[config.mk]
export PLATFORM = sky130hd
export DESIGN_NAME = if_fetch_stage_flat
export DESIGN_NICKNAME = d
export VERILOG_FILES = /design/src/rtl/if_fetch_stage_if.sv /design/src/rtl/if_fetch_stage.sv /design/src/flat_wrapper.sv
export SDC_FILE = /design/constraint.sdc
export NUM_CORES = 1
export LEC_CHECK = 0
export CAP_MARGIN = 20
export CELL_PAD_IN_SITES_DETAIL_PLACEMENT = 0
export CELL_PAD_IN_SITES_GLOBAL_PLACEMENT = 1
export CORE_MARGIN = 2
export CORE_UTILIZATION = 33
export CTS_BUF_LIST = sky130_fd_sc_hd__clkbuf_2
export DETAILED_ROUTE_END_ITERATION = 16
export GPL_TIMING_DRIVEN = 0
export PLACE_DENSITY_LB_ADDON = 0.1
export SLEW_MARGIN = 5
export SYNTH_ARGS = -nofsm -noshare
export SYNTH_HDL_FRONTEND = slang
export SYNTH_SLANG_ARGS = --single-unit
[constraint.sdc]
create_clock -name clk -period 2.1 [get_ports clk]
set_input_delay 0.21 -clock clk [delete_from_list [all_inputs] [get_ports clk]]
set_output_delay 0.21 -clock clk [all_outputs]
set_load 0.01 [all_outputs]
[src/rtl/if_fetch_stage_if.sv]
// if_fetch_stage_if: bus between the fetch stage, the instruction memory and decode.
//   stall, flush, redirect_pc : pipeline control into fetch
//   imem_addr / imem_rdata    : synchronous instruction memory (1-cycle read latency)
//   inst_IF_ID, npc_IF_ID,
//   valid_IF_ID               : IF/ID slot presented to decode
// master = fetch stage, slave = its environment (memory + control + decode).
interface if_fetch_stage_if #(
    parameter int ISIZE = 32,
    parameter int DSIZE = 32
);
    logic             stall;
    logic             flush;
    logic [ISIZE-1:0] redirect_pc;
    logic [ISIZE-1:0] imem_addr;
    logic [DSIZE-1:0] imem_rdata;
    logic [DSIZE-1:0] inst_IF_ID;
    logic [ISIZE-1:0] npc_IF_ID;
    logic             valid_IF_ID;

    modport master (
        input  stall, flush, redirect_pc, imem_rdata,
        output imem_addr, inst_IF_ID, npc_IF_ID, valid_IF_ID
    );

    modport slave (
        output stall, flush, redirect_pc, imem_rdata,
        input  imem_addr, inst_IF_ID, npc_IF_ID, valid_IF_ID
    );
endinterface

[src/rtl/if_fetch_stage.sv]
// if_fetch_stage: instruction-fetch front end. Owns the PC, drives a synchronous
// instruction memory and presents instruction + PC+1 to decode. Word addressed.
// Ports:
//   clk          clock, rising edge
//   rst          asynchronous active-low reset
//   bus          if_fetch_stage_if.master (stall/flush/redirect, imem, IF/ID slot)
//   fetch_cnt    (IF_PERF_CNT_EN only) instructions accepted by decode, saturating
//   bubble_cnt   (IF_PERF_CNT_EN only) cycles with an empty IF/ID slot, saturating
// Build option: define IF_PERF_CNT_EN to add the two performance counters.
module if_fetch_stage #(
    parameter int               ISIZE    = 32,
    parameter int               DSIZE    = 32,
    parameter logic [ISIZE-1:0] RESET_PC = '0,
    parameter logic [DSIZE-1:0] NOP_INST = '0
) (
    input  logic                     clk,
    input  logic                     rst,
`ifdef IF_PERF_CNT_EN
    output logic [31:0]              fetch_cnt,
    output logic [31:0]              bubble_cnt,
`endif
    if_fetch_stage_if.master         bus
);

    logic [ISIZE-1:0] pc_q;     // next address to fetch
    logic [ISIZE-1:0] id_pc_q;  // address whose data is on imem_rdata now
    logic             id_vld_q; // IF/ID slot full

    // A stall re-reads the word already in the slot, so the memory output
    // itself holds the instruction and no skid buffer is needed.
    assign bus.imem_addr   = (bus.stall && !bus.flush) ? id_pc_q : pc_q;
    assign bus.inst_IF_ID  = id_vld_q ? bus.imem_rdata : NOP_INST;
    assign bus.npc_IF_ID   = id_pc_q + ISIZE'(1);
    assign bus.valid_IF_ID = id_vld_q;

    // Flush beats stall; stall freezes everything.
    always_ff @(posedge clk or negedge rst) begin
        if (!rst) begin
            pc_q     <= RESET_PC;
            id_pc_q  <= RESET_PC;
            id_vld_q <= 1'b0;
        end else if (bus.flush) begin
            pc_q     <= bus.redirect_pc;
            id_vld_q <= 1'b0;
        end else if (!bus.stall) begin
            id_pc_q  <= pc_q;
            pc_q     <= pc_q + ISIZE'(1);
            id_vld_q <= 1'b1;
        end
    end

`ifdef IF_PERF_CNT_EN
    // Out of reset, every edge with an empty slot is a bubble; an accepted
    // instruction is a full slot that decode does not stall.
    always_ff @(posedge clk or negedge rst) begin
        if (!rst) begin
            fetch_cnt  <= '0;
            bubble_cnt <= '0;
        end else begin
            if (id_vld_q && !bus.stall && fetch_cnt != '1)
                fetch_cnt <= fetch_cnt + 32'd1;
            if (!id_vld_q && bubble_cnt != '1)
                bubble_cnt <= bubble_cnt + 32'd1;
        end
    end
`endif

endmodule

[src/flat_wrapper.sv]
// flat-port wrapper written by rule: the top's interface ports become plain ports
module if_fetch_stage_flat 
#(
    parameter int               ISIZE    = 32,
    parameter int               DSIZE    = 32,
    parameter logic [ISIZE-1:0] RESET_PC = '0,
    parameter logic [DSIZE-1:0] NOP_INST = '0
)
  (clk, rst, bus_stall, bus_flush, bus_redirect_pc, bus_imem_rdata, bus_imem_addr, bus_inst_IF_ID, bus_npc_IF_ID, bus_valid_IF_ID);
  if_fetch_stage_if #(.ISIZE(ISIZE), .DSIZE(DSIZE)) bus_i ();
  input  logic clk;
  input  logic rst;
  input wire logic [$bits(bus_i.stall)-1:0] bus_stall;
  input wire logic [$bits(bus_i.flush)-1:0] bus_flush;
  input wire logic [$bits(bus_i.redirect_pc)-1:0] bus_redirect_pc;
  input wire logic [$bits(bus_i.imem_rdata)-1:0] bus_imem_rdata;
  output wire logic [$bits(bus_i.imem_addr)-1:0] bus_imem_addr;
  output wire logic [$bits(bus_i.inst_IF_ID)-1:0] bus_inst_IF_ID;
  output wire logic [$bits(bus_i.npc_IF_ID)-1:0] bus_npc_IF_ID;
  output wire logic [$bits(bus_i.valid_IF_ID)-1:0] bus_valid_IF_ID;
  assign bus_i.stall = bus_stall;
  assign bus_i.flush = bus_flush;
  assign bus_i.redirect_pc = bus_redirect_pc;
  assign bus_i.imem_rdata = bus_imem_rdata;
  assign bus_imem_addr = bus_i.imem_addr;
  assign bus_inst_IF_ID = bus_i.inst_IF_ID;
  assign bus_npc_IF_ID = bus_i.npc_IF_ID;
  assign bus_valid_IF_ID = bus_i.valid_IF_ID;
  if_fetch_stage #(.ISIZE(ISIZE), .DSIZE(DSIZE), .RESET_PC(RESET_PC), .NOP_INST(NOP_INST)) u_core (.clk(clk), .rst(rst), .bus(bus_i));
endmodule
# Word level (Yosys, flattened, before mapping)
# Index checks and enable logic that the tools add are counted.
[totals]
regBits = 65
inputBits = 68
[classes]
n_addsub = 2
n_eq_ne = 1
n_mux = 6
bitwise = 2
reduce_logical = 3
[ops]
columns = ["operator", "count"]
rows = [
  ["32-bit 2-to-1 mux", 4],
  ["32-bit by 1-bit adder with 32-bit output, second input constant", 2],
  ["1-bit 2-to-1 mux", 2],
  ["2-bit by 1-bit != test with 1-bit output, second input constant", 1],
  ["1-bit NOT", 2],
  ["2-bit AND reduction", 1],
  ["1-bit logical AND", 1],
  ["1-bit zero test", 1],
]

# Depth between registers and ports, before layout
[depth]
ltp_word = 3
depth_mapped = 7
ltp_nobuf = 5

# Worst setup path before layout
# No wires, ideal clock.
[synth_path]
kind = "register to output"
start = "register u_core.id_pc_q[1]"
end = "output bus_npc_IF_ID[12]"
arrival_ps = 1657
required_time_ps = 1890
setup_slack_ps = 233
stages_incl_launch_ff = 7
cell_sequence = "dfrtp_1 ha_1 and3_1 buf_2 nor3b_1 and4_1 xor2_1"
[synth_between]
elab_chain_cells = 1
[synth_rtl]
columns = ["element", "line_no", "rtl"]
rows = [
  ["start: declaration", "if_fetch_stage.sv:26", "logic [ISIZE-1:0] id_pc_q;"],
  ["start signal: assignment", "if_fetch_stage.sv:46", "id_pc_q <= pc_q;"],
  ["32-bit by 1-bit adder with 32-bit output", "if_fetch_stage.sv:33", "assign bus.npc_IF_ID = id_pc_q + ISIZE'(1);"],
  ["end: declaration", "flat_wrapper.sv:19", "output wire logic [$bits(bus_i.npc_IF_ID)-1:0] bus_npc_IF_ID;"],
]
# Every way passes these cells.

# Worst setup path after layout
[layout_path]
start = "register u_core.id_pc_q[10]"
end = "output bus_npc_IF_ID[30]"
# The elaborated chain is that of the path after synthesis.

==> run_results.csv <==
group,metric,value,unit
pwr,pwr-share-comb,0.409,
clocking,clk_pin_slew,200,ps
timing,tightest_slew,620,ps
placed_design,place.gp.congestion,0.810,
routing,first_pass_iters,4,
cells_and_area,layout-drive-gt1-share,0.321,
floorplanning,die_w,118,µm
cells_and_area,fillerInstances,1196,
timing,setup_viol,25,
synth,synth_edf_count,0,
synth,ys.flop_type,"dfrtp_1",
worst_setup_path,critical_path_peak_fanout,5,
min_path,whs_path_depth,3,
synth,yosysWarnings,0,
floorplanning,ios,165,
worst_setup_path,regToRegSetupSlack,110,ps
synth,synth_fa_ha_area_frac,0.00583,
cells_and_area,nets,751,
worst_setup_path,worstPathRequired,1890,ps
timing,slew_viol_final,0,
timing,fin_crit_sh,1.11,
clocking,cts_root_buf,"clkbuf_2",
cells_and_area,layout_common_cells,"clkdlybuf4s50_1, mux2_2, dfrtp_1, buf_4, nand2_1",
routing,vias,4346,
routing,drtAntennaViolNets,0,
min_path,hold_class,"input port to flip-flop",
pwr,p_leak,3.00,nW
synth,synthMuxAreaShare,0.141,
clocking,cts_buffer_depth,2,
cells_and_area,syn_to_final_growth,56.9,%
cells_and_area,utilization,0.531,
pwr,ir_drop,0.207,mV
placed_design,port_buffers,162,
min_path,hp-start,"bus_stall",
cells_and_area,final_area,6730,µm²
outcome,status,"finished with violations",
synth,synth-async-reset-ratio,1.00,
pwr,powerDensity,576,nW/µm²
worst_setup_path,critPathKind,"flip-flop to primary output",
cells_and_area,antennaDiodeCount,0,
timing,finalWorstSetupSlack,-233,ps
worst_setup_path,timing.rr.start,"u_core.pc_q[0]$_DFFE_PN0N_",
pwr,p_switching,1.42,mW
timing,fin_skew,31.9,ps
synth,synth_compound_area_frac,0.0822,
synth,synthSimpleGateAreaFrac,0.261,
floorplanning,fp.dieH,118,µm
synth,ys_seq_elements,65,
synth,syn-instance-count,464,
pwr,p_sw_frac,0.367,
timing,post-route-min-period,2330,ps
global_routing,grt_antenna_before_repair,0,
synth,synth_cell_types,40,
global_routing,grt_pass1_wl,24000,µm
pwr,seqPwrFrac,0.428,
routing,via_per_inst,5.07,
timing,fmaxAchievable,0.429,GHz
synth,ys_seq_area_frac,0.379,
cells_and_area,final_common_cell,"clkdlybuf4s50_1",
routing,drtIter0Drc,196,
clocking,clock_latency,530,ps
synth,synth_xor_area_frac,0.0878,
pwr,p_int,2.46,mW
clocking,clkSinkCount,65,
job,maxCapViolations,0,
routing,wl_per_cell,17.7,µm
synth,avgSynthCellArea,9.25,µm²
min_path,hold_end,"u_core.pc_q[1]$_DFFE_PN0N_",
worst_setup_path,cp-startpoint,"u_core.id_pc_q[10]$_DFFE_PN0P_",
routing,totalWireLength,15200,µm
worst_setup_path,reg2reg_depth,6,
floorplanning,core_area,12700,µm²
synth,synth_top_family_by_area,"simple AND/OR/NAND/NOR gates",
timing,hold_viol,0,
synth,syn-num-nets,534,
placed_design,dp_hpwl,11000,µm
clocking,cts_tree,"done",
timing,rsz0062_at_grt,"true",
floorplanning,dieArea,13900,µm²
floorplanning,rows,41,
global_routing,grt_pass1_vias,4305,
worst_setup_path,worst_setup_path_start_kind,"flip-flop",
outcome,violations,"setup timing",
clocking,numCtsBuffers,9,
timing,max_slew_margin,0.587,
global_routing,grt_max_degree,66,
pwr,pwr-share-clk,0.163,
floorplanning,initial_core_util,0.339,
placed_design,placed_area,6150,µm²
pwr,total_power,3.88,mW
global_routing,grt-ovfl-total,0,
worst_setup_path,r2r_end,"u_core.pc_q[20]$_DFFE_PN0N_",
global_routing,grt_use_total,0.219,
worst_setup_path,endpoint_kind,"primary output",
worst_setup_path,worstPathArrival,2120,ps
synth,syn-cell-area,4290,µm²
routing,drc,0,
clocking,htreeDepth,3,
-- cells by family after synthesis --
kind of cell / after synthesis
and+or+nand+nor: 197
DFF: 65
AOI/OAI and AO/OA: 62
muxes: 54
xor gates and xnor gates: 43
buffers and inverters: 41
adders and majority gates: 2
-- flip-flops by register name, indices dropped and copies added, names as in the netlist --
name / flops
u_core.id_pc_q: 32
u_core.pc_q: 32
u_core.bus.valid_IF_ID: 1
-- Yosys cell counts, types with 5 or more instances --
library cell	count	area share
clkbuf_1	13	0.011
buf_2	12	0.014
and2_1	33	0.048
xor2_1	10	0.020
or4_1	7	0.012
nand4_1	18	0.026
a31oi_1	16	0.023
dfrtp_1	65	0.38
o31ai_1	7	0.012
nor2_1	24	0.021
nor3_1	5	0.0058
or3_1	12	0.017
and3_1	10	0.015
inv_1	11	0.0096
nand2_1	43	0.038
nand3_1	19	0.022
mux2_2	53	0.14
o21ai_0	36	0.042
and4_1	8	0.016
xnor2_1	33	0.067
-- per-stage QoR --
step / setup slack (ps) / hold WS [ps] / setup TNS (ps) / cells
after CTS: -291 / 26.6 / -4900 / 847
after floorplan: 233 / -85.6 / 0 / 464
final: -233 / 50.3 / -4090 / 858
after global placement: -1500 / 446 / -107220 / 798
after global routing: -359 / 33.2 / -7410 / 858
after detailed placement: -510 / 244 / -10780 / 799
-- per-layer routing --
layer  track usage  vias up  routed length (µm)
li1              -     2099                   -
met1         0.293     2081                7040
met2         0.357      149                7100
met3        0.0465       17                 783
met4        0.0648        0                 259
met5             0        -                   0
-- power by group through the flow --
stage | sequential, mW | clock [mW] | combinational, mW
3_3_place_gp | 1.70 | 0 | 1.43
2_1_floorplan | 1.62 | 0 | 0.692
3_5_place_dp | 1.71 | 0 | 1.45
6_report | 1.66 | 0.634 | 1.59
5_1_grt | 1.68 | 0.705 | 1.72
4_1_cts | 1.65 | 0.652 | 1.55
-- final cells by class --
class	instances	area, µm²	area share
clock buffers	12	60.1	0.00892
plain buffers	26	161	0.0240
well taps	172	215	0.0320
inverters	12	47.5	0.00706
repair buffers	209	1860	0.277
clock inverters	4	20.0	0.00297
flip-flops and latches	65	1650	0.245
multi-input cells	358	2720	0.404
-- critical path, cell delays in order (launching register included) --
cell and delay [ps]:
dfrtp_2 420, nand4_2 220, nor4_4 310, buf_6 170, nand4_1 130, xnor2_2 180, buf_2 160
-- what timing repair did --
action	in CTS	in global routing
endpoints found under the hold margin	66	0
hold buffers	2	0
setup buffers	31	12
cloned	1	0
setup endpoints to repair	75	58
resized for setup	198	57
pin swaps	29	23
-- how the worst max path moves through the flow --
stage                                                end  slack [ps]  cells after the start
after floorplan                        bus_npc_IF_ID[12]         230                      6
after global placement    u_core.id_pc_q[24]$_DFFE_PN0P_       -1500                      1
after detailed placement               bus_npc_IF_ID[12]        -510                      7
after CTS                              bus_npc_IF_ID[30]        -290                      6
after global routing                   bus_npc_IF_ID[15]        -360                      6
final                                  bus_npc_IF_ID[30]        -230                      6
No activity file was read; power rests on OpenSTA's default activity.
